--- src/rtl/mem_fill_ctrl.sv ---
// ---------------------------------------------------------------------------
// mem_fill_ctrl
//
// Fill engine for the 2114-style video/bullet RAMs. A start pulse in IDLE
// captures base/len/fill. The engine then writes the fill byte to len
// consecutive addresses, wrapping modulo 2^AW, one location per clock.
// While idle (and in the DONE cycle) the RAM port is a straight pass-through
// of the CPU bus. While busy the engine owns the port and the CPU is stalled.
//
// Optional feature macro: MEM_FILL_VERIFY_EN
//   defined   : after the fill the range is read back (VERIFY + DRAIN states)
//               and the first location whose data differs from the fill byte
//               is reported on err/err_addr (sticky until next start/reset).
//   undefined : FILL goes straight to DONE; err and err_addr are tied to 0.
//
// Handshake: start is a single-cycle request honoured only in IDLE; it is
// neither queued nor acknowledged otherwise. done is a one-cycle pulse.
// busy/cpu_stall stay high for every cycle the engine drives the RAM port.
//
// Ports
//   clk, reset          clock, synchronous active-high reset
//   start/base/len/fill request and its captured parameters
//   busy, done          engine status (registered)
//   err, err_addr       first verify mismatch (registered, sticky)
//   cpu_addr/din/we/q   host side of the RAM mux; cpu_stall mirrors busy
//   ram_addr/data/we/q  RAM side; ram_q is valid one cycle after ram_addr
//   dbg_state           current FSM state encoding, for observation only
// ---------------------------------------------------------------------------
module mem_fill_ctrl #(
    parameter int AW = 11,
    parameter int DW = 8
) (
    input  logic          clk,
    input  logic          reset,
    input  logic          start,
    input  logic [AW-1:0] base,
    input  logic [AW:0]   len,
    input  logic [DW-1:0] fill,
    output logic          busy,
    output logic          done,
    output logic          err,
    output logic [AW-1:0] err_addr,
    input  logic [AW-1:0] cpu_addr,
    input  logic [DW-1:0] cpu_din,
    input  logic          cpu_we,
    output logic [DW-1:0] cpu_q,
    output logic          cpu_stall,
    output logic [AW-1:0] ram_addr,
    output logic [DW-1:0] ram_data,
    output logic          ram_we,
    input  logic [DW-1:0] ram_q,
    output logic [2:0]    dbg_state
);

    typedef enum logic [2:0] {
        S_IDLE   = 3'd0,
        S_FILL   = 3'd1,
        S_VERIFY = 3'd2,
        S_DRAIN  = 3'd3,
        S_DONE   = 3'd4
    } state_t;

    localparam logic [AW:0] FULL = {1'b1, {AW{1'b0}}};
    localparam logic [AW:0] ONE  = {{AW{1'b0}}, 1'b1};

    state_t        r_state;
    logic          r_busy;
    logic          r_done;
    logic [AW-1:0] r_cur;
    logic [AW:0]   r_cnt;
    logic [DW-1:0] r_fill;
    logic [AW:0]   w_len_sat;
    logic          w_last;

`ifdef MEM_FILL_VERIFY_EN
    logic [AW-1:0] r_base;
    logic [AW:0]   r_len;
    logic          r_rd_vld;     // ram_q this cycle answers a verify read
    logic [AW-1:0] r_pipe_addr;  // address that the current ram_q belongs to
    logic          r_err;
    logic [AW-1:0] r_err_addr;
`endif

    // A full-size request covers every location exactly once.
    assign w_len_sat = (len > FULL) ? FULL : len;
    assign w_last    = (r_cnt == ONE);

    always_ff @(posedge clk) begin
        if (reset) begin
            r_state     <= S_IDLE;
            r_busy      <= 1'b0;
            r_done      <= 1'b0;
            r_cur       <= '0;
            r_cnt       <= '0;
            r_fill      <= '0;
`ifdef MEM_FILL_VERIFY_EN
            r_base      <= '0;
            r_len       <= '0;
            r_rd_vld    <= 1'b0;
            r_pipe_addr <= '0;
            r_err       <= 1'b0;
            r_err_addr  <= '0;
`endif
        end else begin
            case (r_state)
                S_IDLE: begin
                    if (start) begin
                        r_cur  <= base;
                        r_cnt  <= w_len_sat;
                        r_fill <= fill;
`ifdef MEM_FILL_VERIFY_EN
                        r_base     <= base;
                        r_len      <= w_len_sat;
                        r_err      <= 1'b0;
                        r_err_addr <= '0;
`endif
                        if (w_len_sat == '0) begin
                            r_state <= S_DONE;
                            r_done  <= 1'b1;
                        end else begin
                            r_state <= S_FILL;
                            r_busy  <= 1'b1;
                        end
                    end
                end
                S_FILL: begin
                    r_cur <= r_cur + 1'b1;
                    r_cnt <= r_cnt - ONE;
                    if (w_last) begin
`ifdef MEM_FILL_VERIFY_EN
                        r_state <= S_VERIFY;
                        r_cur   <= r_base;
                        r_cnt   <= r_len;
`else
                        r_state <= S_DONE;
                        r_busy  <= 1'b0;
                        r_done  <= 1'b1;
`endif
                    end
                end
`ifdef MEM_FILL_VERIFY_EN
                S_VERIFY: begin
                    r_cur       <= r_cur + 1'b1;
                    r_cnt       <= r_cnt - ONE;
                    r_rd_vld    <= 1'b1;
                    r_pipe_addr <= r_cur;
                    if (w_last) begin
                        r_state <= S_DRAIN;
                    end
                end
                S_DRAIN: begin
                    // Only the compare of the final read happens here.
                    r_rd_vld <= 1'b0;
                    r_state  <= S_DONE;
                    r_busy   <= 1'b0;
                    r_done   <= 1'b1;
                end
`endif
                S_DONE: begin
                    r_done  <= 1'b0;
                    r_state <= S_IDLE;
                end
                default: begin
                    r_state <= S_IDLE;
                    r_busy  <= 1'b0;
                    r_done  <= 1'b0;
                end
            endcase

`ifdef MEM_FILL_VERIFY_EN
            // First mismatch wins; later ones leave err_addr alone.
            if (r_rd_vld && (ram_q != r_fill) && !r_err) begin
                r_err      <= 1'b1;
                r_err_addr <= r_pipe_addr;
            end
`endif
        end
    end

    // RAM port mux. The engine write is gated by reset so that an abort
    // leaves only the locations written before the reset cycle.
    assign ram_addr = r_busy ? r_cur  : cpu_addr;
    assign ram_data = r_busy ? r_fill : cpu_din;
    assign ram_we   = r_busy ? ((r_state == S_FILL) && !reset) : cpu_we;

    assign cpu_q     = ram_q;
    assign cpu_stall = r_busy;
    assign busy      = r_busy;
    assign done      = r_done;
    assign dbg_state = r_state;

`ifdef MEM_FILL_VERIFY_EN
    assign err      = r_err;
    assign err_addr = r_err_addr;
`else
    assign err      = 1'b0;
    assign err_addr = '0;
`endif

endmodule

--- config.mk ---
export PLATFORM = sky130hd
export DESIGN_NAME = mem_fill_ctrl
export DESIGN_NICKNAME = d
export VERILOG_FILES = /design/src/rtl/mem_fill_ctrl.sv
export SDC_FILE = /design/constraint.sdc
export NUM_CORES = 1
export LEC_CHECK = 0
export CORE_MARGIN = 2
export CORE_UTILIZATION = 44
export DETAILED_ROUTE_END_ITERATION = 10
export PLACE_DENSITY_LB_ADDON = 0.1
export SYNTH_ARGS = -nofsm -noshare
export SYNTH_HDL_FRONTEND = slang
export SYNTH_SLANG_ARGS = --single-unit
--- constraint.sdc ---
create_clock -name clk -period 4.8 [get_ports clk]
set_input_delay 1.44 -clock clk [delete_from_list [all_inputs] [get_ports clk]]
set_output_delay 1.44 -clock clk [all_outputs]
set_load 0.05 [all_outputs]
## Word level (Yosys, flattened, before mapping)

Cells that the tools add are included.

| storage, ports and cells | value |
|---|---|
| bits in registers | 36 |
| bits of input ports | 62 |
| output and inout port bits | 46 |
| logic and storage cells | 47 |

| operators by class | value |
|---|---|
| add/sub/neg operators | 2 |
| order comparisons | 1 |
| eq/ne operators | 7 |
| mux-type cells | 20 |
| bitwise gates (word level) | 1 |
| reductions and logical operators | 10 |

Operators by type and width:

| cell | number |
|---|---|
| two-way mux 12 bit | 2 |
| one-hot mux 12 bit (2 select lines) | 1 |
| two-way mux 11 bit | 2 |
| one-hot mux 11 bit (2 select lines) | 1 |
| equality test 12 x 1 -> 1 bit (second input constant) | 1 |
| greater-than comparator 12 bit (second input constant) | 1 |
| logical NOT 12 bit | 1 |
| subtractor 12 x 1 -> 12 bit (second input constant) | 1 |
| adder 11 x 1 -> 11 bit (second input constant) | 1 |
| two-way mux 3 bit | 3 |
| two-way mux 8 bit | 1 |
| inequality test 2 bit (second input constant) | 4 |
| two-way mux 1 bit | 7 |
| one-hot mux 3 bit (2 select lines) | 1 |
| AND reduction 2 bit | 3 |
| AND reduction 4 bit | 1 |
| equality test 3 x 1 -> 1 bit (second input constant) | 1 |
| equality test 3 bit (second input constant) | 1 |
| logical NOT 3 bit | 1 |
| one-hot mux 1 bit (3 select lines) | 1 |
| AND reduction 3 bit | 1 |
| one-hot mux 1 bit (2 select lines) | 1 |
| nonzero test 2 bit | 1 |
| logical AND 1 bit | 1 |
| other kinds (2) | 2 |

## Depth between registers and ports, before layout

| depth | value |
|---|---|
| depth after elaboration | 6 |
| gate-level depth with buffers | 6 |

## Least setup slack after synthesis

No wires, ideal clock.

| path | value |
|---|---|
| kind | input to output |
| start point | input port reset |
| end point | output port ram_we |
| arrival | 2.520 ns |
| data required time | 3.360 ns |
| setup slack | 0.840 ns |
| cell stages on the path | 3 |
| cells stage by stage | clkbuf_1 -> nand2b_1 -> o22ai_1 |

| on the way | value |
|---|---|
| longest elaborated chain between the ends | 3 |

RTL lines:

| element | RTL line | source |
|---|---|---|
| start: declaration | 34 | `input logic reset,` |
| logical NOT 1 bit | 184 | `assign ram_we = r_busy ? ((r_state == S_FILL) && !reset) : cpu_we;` |
| logical AND 1 bit | 184 |  |
| two-way mux 1 bit | 184 |  |
| end: declaration | 50 | `output logic ram_we,` |

No other way between the ends.

## Worst setup path in the final report

| path | value |
|---|---|
| start point | input port cpu_addr[2] |
| end point | output port ram_addr[2] |

| on the way | value |
|---|---|
| longest elaborated chain between the ends | 1 |

RTL lines:

| element | RTL line | source |
|---|---|---|
| start: declaration | 43 | `input logic [AW-1:0] cpu_addr,` |
| two-way mux 11 bit | 182 | `assign ram_addr = r_busy ? r_cur : cpu_addr;` |
| end: declaration | 48 | `output logic [AW-1:0] ram_addr,` |

No other way between the ends.

==> impl_metrics.py <==
metrics = {
    "logic_synthesis": {
        "ys_ff_latch": 35,
        "synthTopCellsByArea": "dfxtp_1, mux2_2, buf_4, a21oi_1, nand2_1",
        "synth_top_area_share_pct": 32.0,
        "yosys.area.top_type": "dfxtp_1",
        "synth_area_sq_um": 2190,
        "async_flop_share_pct": 0,
        "synth.avg_cell_area_sq_um": 8.32,
        "ys.warnings.count": 0,
        "synthCells": 263,
        "yosysMostFrequentCell": "dfxtp_1",
        "synth_ff_type": "dfxtp_1",
        "synth_cell_types": 48,
        "ys_seq_area_share_pct": 32.0,
        "synth_edf_count": 0,
        "synth_common_cells": "dfxtp_1, nand2_1, buf_4, nor2_1",
    },
    "cts": {
        "clk_latency_ps": 290,
        "numCtsBuffers": 5,
        "path_clk_slew_ps": 70,
        "cts_tree": "done",
        "htree_levels": 2,
        "cts_setup_buffers": 0,
        "cts_buffer_depth": 2,
        "root_buffer": "clkbuf_8",
        "cts.sinks": 35,
        "ctsResizeCount": 0,
        "cts_hold_buf": 0,
    },
    "critical_path": {
        "reg2reg_slack_ps": 2540,
        "path_class": "primary input to primary output",
        "crit_path_top_delay_cell": "clkdlybuf4s50_1",
        "crit_path_end_kind": "primary output",
        "critical_path_arrival_ps": 2860,
        "crit_required_ps": 3360,
        "cpPeakStageDelay_ps": 800,
        "cpMostUsedCell": "clkdlybuf4s50_1",
        "startpoint_type": "primary input",
        "path_cells": "clkdlybuf4s50_1, mux2_2, clkdlybuf4s50_1",
        "path_max_fanout": 1,
    },
    "floorplanning": {
        "start_util_pct": 46.0,
        "die_width_microns": 74.5,
        "die_area_sq_um": 5550,
        "die_h_microns": 74.5,
        "ios": 108,
        "core-area_sq_um": 4750,
        "rows": 25,
    },
    "drt": {
        "routed_via_density": 5.33,
        "drtIter0Drc": 99,
        "drc": 0,
        "met3_length_microns": 363,
        "vias": 2095,
        "wl_met1_mm": 2.55,
        "ant_nets": 0,
        "met2_length_mm": 2.57,
        "wirelength_mm": 5.53,
        "top_layer_used": "met4",
        "drt-wirelength-per-cell_microns": 14.1,
        "dr.pass1.iters": 5,
    },
    "power_and_ir_drop": {
        "clkPwrFrac_pct": 28.7,
        "power.internal_uw": 633,
        "power.switching_uw": 339,
        "pwr-share-comb_pct": 35.0,
        "power_frac_seq_pct": 36.3,
        "power_leakage_nw": 1.12,
        "power_density_nw_per_um2": 322,
        "p_sw_share_pct": 34.9,
        "vdd_drop_max_v": 0.000169,
    },
    "placement": {
        "dp_hpwl_mm": 3.95,
        "portBuffers": 78,
        "dp.cells": 385,
        "place_area_sq_um": 2900,
        "gp_congestion": 0.801,
    },
    "timing": {
        "tns_ps": 0,
        "final_max_slew_viol_count": 0,
        "fin_crit_ps": 4300,
        "fin_skew_ps": 5.20,
        "timing.slew.headroom_pct": 32.0,
        "fin_crit_sh_pct": 89.6,
        "setup_viol": 0,
        "worst_slew_pin_slew_ps": 1020,
        "final-hold-violation-count": 0,
        "rsz0062_at_grt": "false",
        "whs_ps": 457,
        "max_freq_mhz": 232,
    },
    "finish": {
        "multi_input_area_sq_um": 1280,
        "antennaDiodeCount": 0,
        "num-fill-cells": 459,
        "drive_above_1_share_pct": 11.7,
        "final_nets": 390,
        "fin_area_sq_um": 3020,
        "regArea_sq_um": 701,
        "stdcell_count": 393,
        "areaGrowthSynthToFinish_pct": 37.9,
        "postLayoutCoreUtil_pct": 63.5,
    },
    "min_path": {
        "hold_path_class": "register to register",
    },
    "run": {
        "drv_cap": 0,
    },
    "global_routing": {
        "grt_max_degree": 34,
        "grt_overflow": 0,
        "grt_pass1_wl_mm": 8.60,
        "grt_usage_pct": 19.9,
        "grt_pass1_vias": 1903,
        "grt_antenna_before_repair": 0,
    },
    "outcome": {
        "outcome": "finished clean",
    },
}
routing by layer:
| metal | vias up | GRT usage [%] |
|---|---|---|
| met5 | - | 0 |
| met4 | 0 | 6.35 |
| met3 | 6 | 3.39 |
| met2 | 71 | 34.4 |
| met1 | 971 | 25.3 |
| li1 | 1047 | - |
critical path: cells and delay by family:
family | cells | cell delay, ps
buffers and inverters | 2 | 1270
multiplexers | 1 | 150
final timing paths:
path,startpoint,end,depth (start not counted)
setup / recovery,cpu_addr[2],ram_addr[2],3
hold / removal,r_fill[2],r_fill[2],2
setup reg to reg,dbg_state[0],r_cnt[3],4
hold reg to reg,r_fill[2],r_fill[2],2
metrics by stage:
stage,worst slack (ps),total power [mW]
floorplan,840,0.609
global placement,535,0.696
detailed placement,492,0.701
CTS,486,0.978
global route,464,1.02
finish,497,0.972
power groups by stage:
stage,Clock (mW),Combinational (mW),Sequential [mW]
floorplan,0,0.260,0.349
global placement,0,0.337,0.359
detailed placement,0,0.341,0.359
CTS,0.282,0.342,0.353
global route,0.294,0.365,0.358
finish,0.279,0.341,0.353
kinds of logic (layout without fill, tap and decap cells):
kind of cell	count (synthesis)	count (layout)	share of synthesized area, %
DFF	35	35	32.0
adders and majority gates	3	3	1.72
other	1	13	0.171
xor gates and xnor gates	1	1	0.400
and+or+nand+nor	97	97	24.1
AOI/OAI and AO/OA	61	61	19.2
buffers and inverters	44	95	11.6
muxes	21	21	10.8
layout make-up:
cell class | instances | area share, %
timing repair buffer | 80 | 26.7
multi-input combinational | 196 | 42.5
sequential | 35 | 23.2
inverter | 7 | 0.871
clock buffer | 6 | 2.74
tap | 67 | 2.78
clock inverter | 2 | 1.16
flip-flops by register name, indices dropped and copies added (netlist names):
| name | count |
|---|---|
| r_cnt | 12 |
| r_cur | 11 |
| r_fill | 8 |
| dbg_state | 2 |
| busy | 1 |
| done | 1 |
cells in the final DEF, fill, tap and decap left out, types with 5 or more instances in the layout:
cell type        synthesis  routed
nand2_1                 25      25
conb_1                   1      13
o2bb2ai_1                5       5
a211oi_1                 6       6
a21oi_1                 21      21
mux2_2                  21      21
dfxtp_1                 35      35
inv_1                    7       7
clkdlybuf4s50_1          0      77
nor2_1                  22      22
o211ai_1                 5       5
nor4_1                   6       6
nand2b_1                 6       6
clkbuf_8                 0       6
(Power assumes the default switching activity.)
